$ cat src/rtl/mc_pkg.sv
// Shared definitions for the multi-cycle controller and its datapath:
// FSM state encodings, opcode/funct constants, select encodings and
// the bit positions of the one-hot instruction class.
package mc_pkg;

  typedef enum logic [2:0] {
    S_FETCH  = 3'd0,
    S_DECODE = 3'd1,
    S_EXE    = 3'd2,
    S_MEM    = 3'd3,
    S_WB     = 3'd4
  } state_e;

  // Opcode field, instruction bits [31:26]
  localparam logic [5:0] OP_RTYPE = 6'b000000;
  localparam logic [5:0] OP_ORI   = 6'b001101;
  localparam logic [5:0] OP_LUI   = 6'b001111;
  localparam logic [5:0] OP_LW    = 6'b100011;
  localparam logic [5:0] OP_SW    = 6'b101011;
  localparam logic [5:0] OP_BEQ   = 6'b000100;
  localparam logic [5:0] OP_JAL   = 6'b000011;

  // Funct field for R-type, instruction bits [5:0]
  localparam logic [5:0] FN_ADDU  = 6'b100001;
  localparam logic [5:0] FN_SUBU  = 6'b100011;
  localparam logic [5:0] FN_JR    = 6'b001000;

  // ALU operation
  localparam logic [1:0] ALU_ADD  = 2'b00;
  localparam logic [1:0] ALU_SUB  = 2'b01;
  localparam logic [1:0] ALU_OR   = 2'b10;

  // Register-file write address select
  localparam logic [1:0] A3_RD    = 2'b00;
  localparam logic [1:0] A3_RT    = 2'b01;
  localparam logic [1:0] A3_RA    = 2'b10;

  // Register-file write data select
  localparam logic [1:0] WD_C     = 2'b00;
  localparam logic [1:0] WD_D     = 2'b01;
  localparam logic [1:0] WD_PC4   = 2'b10;
  localparam logic [1:0] WD_IMM   = 2'b11;

  // Next-PC select
  localparam logic [1:0] NPC_PC4  = 2'b00;
  localparam logic [1:0] NPC_BR   = 2'b01;
  localparam logic [1:0] NPC_JAL  = 2'b10;
  localparam logic [1:0] NPC_RA   = 2'b11;

  // One-hot instruction class bit positions
  localparam int CLS_ADDU  = 0;
  localparam int CLS_SUBU  = 1;
  localparam int CLS_JR    = 2;
  localparam int CLS_ORI   = 3;
  localparam int CLS_LUI   = 4;
  localparam int CLS_LW    = 5;
  localparam int CLS_SW    = 6;
  localparam int CLS_BEQ   = 7;
  localparam int CLS_JAL   = 8;
  localparam int CLS_OTHER = 9;
  localparam int CLS_W     = 10;

endpackage

$ cat src/rtl/mc_decode.sv
// Combinational instruction classifier: opcode/funct to one-hot class.
// Anything not recognised, including the all-zero nop, is "other".
module mc_decode
  import mc_pkg::*;
(
  input  logic [5:0]       opcode,
  input  logic [5:0]       funct,
  output logic [CLS_W-1:0] cls
);

  // Exactly one class bit is set for every opcode/funct pair
  always_comb begin
    cls = '0;
    case (opcode)
      OP_RTYPE: begin
        case (funct)
          FN_ADDU: cls[CLS_ADDU]  = 1'b1;
          FN_SUBU: cls[CLS_SUBU]  = 1'b1;
          FN_JR:   cls[CLS_JR]    = 1'b1;
          default: cls[CLS_OTHER] = 1'b1;
        endcase
      end
      OP_ORI:  cls[CLS_ORI]   = 1'b1;
      OP_LUI:  cls[CLS_LUI]   = 1'b1;
      OP_LW:   cls[CLS_LW]    = 1'b1;
      OP_SW:   cls[CLS_SW]    = 1'b1;
      OP_BEQ:  cls[CLS_BEQ]   = 1'b1;
      OP_JAL:  cls[CLS_JAL]   = 1'b1;
      default: cls[CLS_OTHER] = 1'b1;
    endcase
  end

endmodule

$ cat src/rtl/mc_controller.sv
// Multi-cycle controller: FETCH/DECODE/EXE/MEM/WB Moore FSM driving the
// datapath write enables and selects. The opcode/funct inputs come from
// the instruction register and are stable from DECODE until retire.
// Every instruction ends with exactly one PCWr cycle, which is also Done.
module mc_controller
  import mc_pkg::*;
(
  input  logic       clk,
  input  logic       reset,
  input  logic [5:0] opcode,
  input  logic [5:0] funct,
  input  logic       Equ,
  output logic       PCWr,
  output logic       IRWr,
  output logic       GRFWr,
  output logic       DMWr,
  output logic       EXTOp,
  output logic       BSel,
  output logic [1:0] ALUOp,
  output logic [1:0] A3Sel,
  output logic [1:0] WDSel,
  output logic [1:0] NPCOp,
  output logic       Br,
  output logic [2:0] State,
  output logic       Done
);

  logic [CLS_W-1:0] cls;
  state_e           state_q, state_d;
  logic             pc_wr, ir_wr, grf_wr, dm_wr;
  logic [1:0]       sel_alu_op;
  logic             sel_b, sel_ext;

  mc_decode u_decode (
    .opcode (opcode),
    .funct  (funct),
    .cls    (cls)
  );

  // ALU/B/extend selects implied by the class; held through EXE, MEM and WB
  always_comb begin
    sel_alu_op = ALU_ADD;
    sel_b      = 1'b0;
    sel_ext    = 1'b0;
    if (cls[CLS_SUBU]) sel_alu_op = ALU_SUB;
    if (cls[CLS_ORI]) begin
      sel_alu_op = ALU_OR;
      sel_b      = 1'b1;
    end
    if (cls[CLS_LW] || cls[CLS_SW]) begin
      sel_b   = 1'b1;
      sel_ext = 1'b1;
    end
    if (cls[CLS_BEQ]) begin
      sel_alu_op = ALU_SUB;
      sel_ext    = 1'b1;
    end
  end

  // Next state and per-state outputs; unlisted outputs stay 0
  always_comb begin
    state_d = S_FETCH;
    pc_wr   = 1'b0;
    ir_wr   = 1'b0;
    grf_wr  = 1'b0;
    dm_wr   = 1'b0;
    EXTOp   = 1'b0;
    BSel    = 1'b0;
    ALUOp   = ALU_ADD;
    A3Sel   = A3_RD;
    WDSel   = WD_C;
    NPCOp   = NPC_PC4;
    Br      = 1'b0;
    case (state_q)
      S_FETCH: begin
        ir_wr   = 1'b1;
        state_d = S_DECODE;
      end
      S_DECODE: begin
        if (cls[CLS_JAL]) begin
          pc_wr  = 1'b1;
          NPCOp  = NPC_JAL;
          grf_wr = 1'b1;
          A3Sel  = A3_RA;
          WDSel  = WD_PC4;
        end else if (cls[CLS_JR]) begin
          pc_wr  = 1'b1;
          NPCOp  = NPC_RA;
        end else if (cls[CLS_OTHER]) begin
          pc_wr  = 1'b1;
        end else begin
          state_d = S_EXE;
        end
      end
      S_EXE: begin
        ALUOp = sel_alu_op;
        BSel  = sel_b;
        EXTOp = sel_ext;
        if (cls[CLS_BEQ]) begin
          pc_wr = 1'b1;
          NPCOp = NPC_BR;
          Br    = Equ;
        end else if (cls[CLS_LW] || cls[CLS_SW]) begin
          state_d = S_MEM;
        end else if (cls[CLS_ADDU] || cls[CLS_SUBU] || cls[CLS_ORI] || cls[CLS_LUI]) begin
          state_d = S_WB;
        end else begin
          // Instruction register changed under us: retire rather than stall
          pc_wr = 1'b1;
        end
      end
      S_MEM: begin
        ALUOp = sel_alu_op;
        BSel  = sel_b;
        EXTOp = sel_ext;
        if (cls[CLS_SW]) begin
          dm_wr = 1'b1;
          pc_wr = 1'b1;
        end else if (cls[CLS_LW]) begin
          state_d = S_WB;
        end else begin
          pc_wr = 1'b1;
        end
      end
      S_WB: begin
        ALUOp  = sel_alu_op;
        BSel   = sel_b;
        EXTOp  = sel_ext;
        grf_wr = 1'b1;
        pc_wr  = 1'b1;
        if (cls[CLS_ORI] || cls[CLS_LUI] || cls[CLS_LW]) A3Sel = A3_RT;
        if (cls[CLS_LUI]) WDSel = WD_IMM;
        if (cls[CLS_LW])  WDSel = WD_D;
      end
      default: ;
    endcase
  end

  // State register; reset returns to FETCH from any state
  always_ff @(posedge clk) begin
    if (reset) state_q <= S_FETCH;
    else       state_q <= state_d;
  end

  assign PCWr  = pc_wr  & ~reset;
  assign IRWr  = ir_wr  & ~reset;
  assign GRFWr = grf_wr & ~reset;
  assign DMWr  = dm_wr  & ~reset;
  assign Done  = PCWr;
  assign State = state_q;

endmodule

$ cat config.mk
export PLATFORM = sky130hd
export DESIGN_NAME = mc_controller
export DESIGN_NICKNAME = d
export VERILOG_FILES = /design/src/rtl/mc_pkg.sv /design/src/rtl/mc_decode.sv /design/src/rtl/mc_controller.sv
export SDC_FILE = /design/constraint.sdc
export NUM_CORES = 1
export LEC_CHECK = 0
export ABC_AREA = 1
export BUFFER_PORTS_ARGS = -buffer_cell sky130_fd_sc_hd__buf_2
export CAP_MARGIN = 10
export CORE_AREA = 3 3 40 42
export DETAILED_ROUTE_END_ITERATION = 10
export DIE_AREA = 0 0 43 45
export PLACE_DENSITY_LB_ADDON = 0.2
export SKIP_CTS_REPAIR_TIMING = 1
export SLEW_MARGIN = 25
export SYNTH_ARGS = -nofsm -noshare
export SYNTH_HDL_FRONTEND = slang
export SYNTH_SLANG_ARGS = --single-unit
$ cat constraint.sdc
create_clock -name clk -period 1.95 [get_ports clk]
set_input_delay 0.4875 -clock clk [delete_from_list [all_inputs] [get_ports clk]]
set_output_delay 0.4875 -clock clk [all_outputs]
set_load 0.01 [all_outputs]
# Yosys cells after proc, flatten, opt, wreduce, memory -nomap -nowiden
# Index checks and enable logic that the tools add are counted.
[word_totals]
in_bits = 15
regBits = 3
[op_classes]
bitwise_logic = 5
mux = 57
eq_ne = 13
n_reduce_logical = 11
[ops]
columns = ["op", "n"]
rows = [
  ["$mux W1", 33],
  ["$eq A6 B6 Y1 const B", 4],
  ["$mux W2", 11],
  ["$eq A6 B4 Y1 const B", 3],
  ["$mux W3", 6],
  ["$pmux W2 S2", 3],
  ["$pmux W3 S4", 1],
  ["$eq A3 B2 Y1 const B", 2],
  ["$eq A6 B2 Y1 const B", 1],
  ["$eq A6 B3 Y1 const B", 1],
  ["$logic_not A6 Y1", 1],
  ["$logic_or A1 B1 Y1", 6],
  ["$reduce_or A3 Y1", 2],
  ["$reduce_or A6 Y1", 1],
  ["$and A1 B1 Y1", 4],
  ["$pmux W1 S2", 2],
  ["$pmux W1 S4", 1],
  ["$eq A3 B1 Y1 const B", 1],
  ["$eq A3 B3 Y1 const B", 1],
  ["$logic_not A3 Y1", 1],
  ["$not A1 Y1", 1],
]

# Depth between registers and ports, before layout
# Gate-level depths: netlist (run 1).
[logic_depth]
ltp_word = 11
depth_mapped = 9
ltp_nobuf = 8

# Cells and area by module
# Synthesis (run 1) repeated with hierarchy kept, for this count alone.
[unflattened]
hier_cells = 118
area_unflattened_um2 = 590.6
[by_module_without_submodules]
columns = ["mod", "area_each_um2", "n_inst", "cells_per_inst", "seq_area_each_um2"]
rows = [
  ["mc_controller", 361.6, 1, 66, 60.1],
  ["mc_decode", 229.0, 1, 52, 0.0],
]

# Least setup slack after synthesis (run 1)
# No wires, ideal clock.
[synth_timing]
path_type = "input-to-output"
startpoint = "input port opcode[3]"
endpoint = "output port PCWr"
slack_ps = 149
t_arrival_ps = 1313
cell_stages = 8
path_cell_list = "nand2_1 nor2_1 nand2_1 nand3_1 nor3_1 nor2_1 nor2_1 buf_4"
[synth_via]
elab_chain_len = 10
elab_cells_between_ends = 30
classes_between = "eq/ne: 6; mux: 17; bitwise: 1; reduce/logical: 6"
[synth_lines]
columns = ["element", "line_no", "rtl"]
rows = [
  ["from (decl)", "mc_controller.sv:10", "input logic [5:0] opcode,"],
  ["branches (longest 8 deep; another with $eq A6 B4 Y1)", "n/a", ""],
  ["$pmux W1 S4 (*)", "mc_controller.sv:74", "case (state_q)"],
  ["$and A1 B1 Y1 (*)", "mc_controller.sv:145", "assign PCWr = pc_wr & ~reset;"],
  ["to (decl)", "mc_controller.sv:13", "output logic PCWr,"],
]
# Every way passes the cells marked *.

# Final worst setup path (run 1)
[layout_timing]
startpoint = "input port opcode[0]"
endpoint = "output port GRFWr"
[layout_via]
elab_chain_len = 5
[layout_lines]
columns = ["element", "line_no", "rtl"]
rows = [
  ["$eq A6 B2 Y1", "mc_decode.sv:14", "case (opcode)"],
  ["$mux W1", "mc_decode.sv:14", ""],
  ["$mux W1", "mc_controller.sv:80", "if (cls[CLS_JAL]) begin"],
  ["$pmux W1 S2", "mc_controller.sv:74", ""],
  ["$and A1 B1 Y1", "mc_controller.sv:147", "assign GRFWr = grf_wr & ~reset;"],
  ["to (decl)", "mc_controller.sv:15", "output logic GRFWr,"],
]
# No other way between the ends.

==> results of run 1 <==
-- how the worst max path moves through the flow --
| stage | endpoint | slack (ns) | start | cells past startpoint |
|---|---|---|---|---|
| floorplan | PCWr | 0.15 | opcode[3] | 8 |
| global placement | PCWr | -0.03 | opcode[0] | 10 |
| detailed placement | PCWr | -0.04 | opcode[0] | 10 |
| CTS | GRFWr | -0.04 | opcode[1] | 6 |
| global route | PCWr | -0.07 | opcode[0] | 9 |
| finish | GRFWr | 0.02 | opcode[0] | 6 |
-- worst max-delay path: cells and delay by family --
kind / cells / cell delay, ns
AND/OR/NAND/NOR: 3 / 0.52
buffers and inverters: 2 / 0.29
AO/OA/AOI/OAI: 1 / 0.13
-- through the flow --
stage	hold WS (ns)	worst slack [ns]	TNS, ns	area, um^2
floorplan	0.557	0.149	0	487
global placement	0.537	-0.0271	-0.0777	678
detailed placement	0.549	-0.0396	-0.117	678
CTS	0.503	-0.0422	-0.124	704
global route	0.513	-0.0671	-0.217	835
finish	0.520	0.0225	0	835
-- placed cells by master, fill, tap and decap left out, types with 2 or more instances in the layout --
master	n
buf_4	4
nand3_2	5
a21oi_1	4
nor2_4	5
nand2_2	4
buf_2	30
nand3_1	8
o21ai_0	3
clkbuf_4	3
o21ai_1	2
buf_6	2
inv_1	20
nor2_1	9
dfxtp_1	2
inv_2	3
nor4_1	2
nand2_1	13
nor2_2	7
-- cell families after synthesis --
| logic type | after synthesis | share of synthesized area, % |
|---|---|---|
| buffers and inverters | 24 | 19.3 |
| flip-flops | 3 | 12.3 |
| AND/OR/NAND/NOR | 58 | 54.5 |
| AO/OA/AOI/OAI | 12 | 13.9 |
-- area by class of cell --
| cell class | instances | area share [%] |
|---|---|---|
| flip-flops and latches | 3 | 7.35 |
| multi-input cells | 70 | 50.8 |
| well taps | 15 | 2.25 |
| clock buffers | 4 | 3.15 |
| repair buffers | 37 | 26.1 |
| inverters | 23 | 10.3 |
-- power by group through the flow --
stage	Combinational [mW]	Sequential, mW	Clock [mW]
floorplan	0.0356	0.0669	0
global placement	0.0667	0.0660	0
detailed placement	0.0680	0.0660	0
CTS	0.0683	0.0649	0.121
global route	0.0995	0.0660	0.125
finish	0.0906	0.0654	0.116
-- layer usage --
| layer | share of wire, % | vias to the layer above | track usage, % |
|---|---|---|---|
| li1 | - | 382 | - |
| met1 | 42 | 323 | 21.8 |
| met2 | 51 | 26 | 28.4 |
| met3 | 6.6 | 4 | 2.79 |
| met4 | 1.1 | 0 | 9.04 |
| met5 | 0 | - | 0 |
==> impl_results.rst, run 1 <==
.. list-table::
   :header-rows: 1

   * - Metric
     - Value
   * - Part of the Yosys area used for sequential elements
     - 12.3%
   * - Maximum cell stage delay along the critical path
     - 0.29 ns
   * - Length of the first detailed-routing pass in iterations
     - 4
   * - DRC violation count after routing
     - 0
   * - Pwr dens
     - 325 mW/mm^2
   * - Proportion of power drawn by flip-flops and latches
     - 24.1%
   * - Clock latency of the later-clocked register in the worst-skew pair
     - 0.24 ns
   * - Nets in the synthesized netlist
     - 112
   * - Share of Yosys cell area claimed by the top area cell type
     - 16.2%
   * - GRT Resource Usage Total
     - 17.3%
   * - Most used flip-flop cell after synthesis
     - dfxtp_1
   * - Clock root buffer
     - clkbuf_4
   * - Syn. warnings
     - 0
   * - Part of the power in the clock network
     - 42.6%
   * - Final setup violation count
     - 0
   * - Required arrival time at the worst endpoint
     - 1.46 ns
   * - Library cell appearing most often on the critical path
     - buf_2
   * - Routed WL per cell
     - 11.6 um
   * - Drt initial violations
     - 17
   * - Layout Utilization
     - 64.9%
   * - Number of diodes added for antenna fixing
     - 0
   * - Post-synth EDFFs
     - 0
   * - Count leader, synth
     - inv_1
   * - Cell with the biggest individual delay on the critical path
     - nor4_2
   * - Via count of the first global-routing pass
     - 651
   * - Flip-flop count of the largest register after layout
     - 3
   * - Origin of the worst min-delay path
     - reset
   * - Gp weighted congestion
     - 0.833
   * - Die span in x
     - 43 um
   * - Largest area contributor in the netlist
     - inv_1
   * - Headroom to the max-slew limit
     - 80.6%
   * - Die Height
     - 45 um
   * - Count of final max-slew check failures
     - 0
   * - Post-synth cell types
     - 19
   * - Post-layout min period
     - 1.93 ns
   * - Number of maximum-capacitance violations
     - 0
   * - RSZ-0062 raised after global routing
     - yes
   * - Worst Hold End
     - State[1]$_SDFF_PP0_
   * - Fill cell total of the finished layout
     - 128
   * - Clock sink total
     - 3
   * - Layout net count
     - 153
   * - Placeable core area
     - 0.00128 mm^2
   * - Reg-to-Reg Start
     - State[2]$_SDFF_PP0_
   * - Maximum achievable frequency
     - 0.519 GHz
   * - Worst R2R Setup Slack
     - 0.97 ns
   * - Total die area
     - 0.00194 mm^2
   * - Synthesized instance count
     - 97
   * - Hold Crit Depth
     - 2
   * - Leakage
     - 0.505 nW
   * - Count of antenna-violating nets left after detailed routing
     - 0
   * - Total vias in the final route
     - 735
   * - Status
     - complete, no violations
   * - Most used standard cells in the synthesized netlist
     - inv_1, nand2_1, nor2_1, nand3_1, nor2_2
   * - Switching power
     - 0.0940 mW
   * - Maximum vdd drop
     - 0.391 mV
   * - Initial Util
     - 37.9%
   * - Wire length of the first global-routing pass
     - 2610 um
   * - Depth of the worst register-to-register path
     - 5
   * - Worst setup path category
     - primary input to primary output
   * - Part of the power in combinational logic
     - 33.4%
   * - Final setup skew
     - 0.00909 ns
   * - Combined area of all synthesized cells
     - 487 um^2
   * - Layout cells sized above 1
     - 51.1%
   * - Destination of the worst register-to-register timing path
     - State[1]$_SDFF_PP0_
   * - Path type of the worst min-delay path
     - primary input to flop
   * - Total power
     - 0.272 mW
   * - Detailed placement HPWL
     - 1280 um
   * - Async S/R FF share, synth
     - 0%
   * - Final critical-path share of the clock period
     - 98.8%
   * - Antenna violations before repair
     - 0
   * - Number of buffers created by CTS
     - 3
   * - Register bit total from synthesis
     - 3
   * - Internal Pwr Total
     - 0.178 mW
   * - Total overflow reported by the global router
     - 0
   * - Multi-input gate area
     - 424 um^2
   * - I/O Pins
     - 34
   * - Average footprint of a synthesized cell
     - 5.02 um^2
   * - Total detailed-routing wirelength
     - 1760 um
   * - Footprint of the flip-flops and latches
     - 61.3 um^2
   * - Final Non-Filler Cells
     - 152
   * - Maximum number of pins on one net before global-route repair
     - 7
   * - H-tree Lvls
     - 1
   * - Cell types with the largest area share after synthesis
     - inv_1, nand2_1, dfxtp_1, nand3_1, nor2_1
   * - Area Overhead vs Synth
     - 71.5%
   * - Number of placed instances with taps included
     - 146
   * - Fraction of power spent switching nets
     - 34.6%
   * - Number of hold violations in the final report
     - 0
   * - Data arrival time of the critical path
     - 1.44 ns
   * - Highest net fanout along the worst path
     - 4
   * - Worst-margin pin slew
     - 0.289 ns
   * - Number of placement rows
     - 13
   * - Number of I/O port buffers
     - 33
   * - TritonCTS clock tree
     - done
   * - Maximum clock path buffer count
     - 2
   * - Kind of start point of the critical path
     - primary input
   * - Post-detailed-route via-to-cell ratio
     - 4.84
   * - Type of element capturing the critical path
     - primary output
   * - Crit-path cells
     - buf_2 -> nand2_4 -> nor4_2 -> nand2_2 -> a21oi_2 -> buf_2
   * - Clock slew seen by the registers of the worst setup and hold paths
     - 0.04 ns
No activity file was read; power rests on OpenSTA's default activity.
==> run 2, diff against run 1 <==
--- a/config.mk
+++ b/config.mk
@@ -9,9 +9,11 @@
 export BUFFER_PORTS_ARGS = -buffer_cell sky130_fd_sc_hd__buf_2
 export CAP_MARGIN = 10
 export CORE_AREA = 3 3 40 42
+export CTS_CLUSTER_SIZE = 20
 export DETAILED_ROUTE_END_ITERATION = 10
 export DIE_AREA = 0 0 43 45
 export PLACE_DENSITY_LB_ADDON = 0.2
+export RECOVER_POWER = 100
 export SKIP_CTS_REPAIR_TIMING = 1
 export SLEW_MARGIN = 25
 export SYNTH_ARGS = -nofsm -noshare
==> impl_results.rst, run 2 (synthesis results as in run 1) <==
.. list-table::
   :header-rows: 1

   * - Metric
     - Value
   * - Required arrival time at the worst endpoint
     - 1.46 ns (about the same)
   * - Die span in x
     - 43 um (unchanged)
   * - Crit path setup slack, layout
     - 0.0225 ns (unchanged)
   * - Data arrival time of the critical path
     - 1.44 ns (about the same)
   * - Total overflow reported by the global router
     - 0 (unchanged)
   * - Length of the first detailed-routing pass in iterations
     - 4 (unchanged)
   * - Total power
     - 0.272 mW (about the same)
   * - Clock sink total
     - 3 (unchanged)
   * - Number of maximum-capacitance violations
     - 0 (unchanged)
   * - Die Height
     - 45 um (unchanged)
   * - Number of diodes added for antenna fixing
     - 0 (unchanged)
   * - Number of placement rows
     - 13 (unchanged)
   * - Count of final max-slew check failures
     - 0 (unchanged)
   * - Commonest cells after routing, fill and taps aside
     - buf_2, inv_1, nand2_1, nor2_1, nand3_1
   * - Layout Utilization
     - 64.8% (-0.097 points)
   * - Routed WL per cell
     - 11.6 um (-0.11%)
   * - Total detailed-routing wirelength
     - 1760 um (-0.11%)
   * - Placeable core area
     - 0.00128 mm^2 (unchanged)
   * - Fin Setup TNS
     - 0 ns (unchanged)
   * - Path type of the worst min-delay path
     - primary input to flop
   * - Via count of the first global-routing pass
     - 651 (unchanged)
   * - Post-detailed-route via-to-cell ratio
     - 4.84 (unchanged)
   * - Layout Cell Area excl Fill
     - 833 um^2 (-0.15%)
   * - Clock latency of the later-clocked register in the worst-skew pair
     - 0.24 ns (about the same)
   * - Placed cell area
     - 678 um^2 (unchanged)
   * - Clock root buffer
     - clkbuf_4
   * - Flip-flop count of the largest register after layout
     - 3 (unchanged)
   * - Area Overhead vs Synth
     - 71.2%
   * - Layout cells sized above 1
     - 50.4% (-0.73 points)
   * - Maximum number of pins on one net before global-route repair
     - 7 (unchanged)
   * - Status
     - complete, no violations
   * - Total die area
     - 0.00194 mm^2 (unchanged)
   * - Leakage
     - 0.501 nW (-0.87%)
   * - Post-layout min period
     - 1.93 ns (unchanged)
   * - Initial Util
     - 37.9% (unchanged)
   * - DRC violation count after routing
     - 0 (unchanged)
   * - GRT Resource Usage Total
     - 17.3% (unchanged)
   * - Maximum clock path buffer count
     - 2 (unchanged)
   * - Final setup violation count
     - 0 (unchanged)
   * - Gp weighted congestion
     - 0.833 (unchanged)
   * - Fill cell total of the finished layout
     - 129 (+0.78%)
   * - Type of element capturing the critical path
     - primary output
   * - Final setup skew
     - 0.00909 ns (-0.00000358 ns)
   * - Maximum achievable frequency
     - 0.519 GHz (unchanged)
   * - Clock slew seen by the registers of the worst setup and hold paths
     - 0.04 ns (about the same)
   * - RSZ-0062 raised after global routing
     - yes
   * - Highest net fanout along the worst path
     - 4 (unchanged)
   * - Maximum vdd drop
     - 0.391 mV (about the same)
   * - Most common library cell in the layout ignoring fill and taps
     - buf_2
   * - Number of hold violations in the final report
     - 0 (unchanged)
   * - TritonCTS clock tree
     - done
   * - Kind of start point of the critical path
     - primary input
   * - Worst-margin pin slew
     - 0.289 ns (unchanged)
   * - Wire length of the first global-routing pass
     - 2610 um (unchanged)
   * - Layout net count
     - 153 (unchanged)
   * - Antenna violations before repair
     - 0 (unchanged)
   * - Total vias in the final route
     - 735 (unchanged)
   * - H-tree Lvls
     - 1 (unchanged)
   * - Count of antenna-violating nets left after detailed routing
     - 0 (unchanged)
   * - Multi-input gate area
     - 424 um^2 (unchanged)
   * - Final critical-path share of the clock period
     - 98.8% (unchanged)
   * - Worst slack after detailed placement
     - -0.0396 ns (unchanged)
   * - Pwr dens
     - 326 mW/mm^2 (+0.14%)
   * - I/O Pins
     - 34 (unchanged)
   * - Worst setup path category
     - primary input to primary output
   * - Number of I/O port buffers
     - 33 (unchanged)
   * - Detailed placement HPWL
     - 1280 um (unchanged)
   * - Headroom to the max-slew limit
     - 80.6% (unchanged)
   * - Drt initial violations
     - 17 (unchanged)
   * - Number of buffers created by CTS
     - 3 (unchanged)
   * - Footprint of the flip-flops and latches
     - 61.3 um^2 (unchanged)
run 2: final cells by class:
type / count / area share, %
tap: 15 / 2.25
multi-input combinational: 70 / 50.9
sequential: 3 / 7.36
inverter: 23 / 10.4
timing repair buffer: 37 / 26.0
clock buffer: 4 / 3.15
run 2: final timing paths:
check                 startpoint                  end  slack, ns  cells after the start
max reg2reg  State[2]$_SDFF_PP0_  State[1]$_SDFF_PP0_       0.97                      5
min                        reset  State[1]$_SDFF_PP0_       0.52                      2
max                    opcode[0]                GRFWr       0.02                      6
min reg2reg  State[2]$_SDFF_PP0_  State[2]$_SDFF_PP0_       0.58                      2
run 2: through the flow:
step                      hold slack, ns  cells
after global routing               0.513    152
after detailed placement           0.549    146
after global placement             0.537    146
final                              0.520    152
after floorplan                    0.557     97
after CTS                          0.503    150
run 2: routing by layer:
metal	GRT usage [%]	up-vias	routed length [um]
li1	-	382	-
met1	21.8	323	731
met2	28.4	26	894
met3	2.79	4	115
met4	9.04	0	19
met5	0	-	0
run 2: critical path: stages:
cell	delay, ns
buf_2	0.16
nand2_4	0.08
nor4_2	0.29
nand2_2	0.15
a21oi_2	0.13
buf_2	0.13
run 2: power breakdown:
part | total, mW | switching [mW] | internal (mW)
Sequential | 0.0654 | 0.00156 | 0.0638
Combinational | 0.0906 | 0.0539 | 0.0367
Clock | 0.116 | 0.0385 | 0.0771
Total | 0.272 | 0.0940 | 0.178
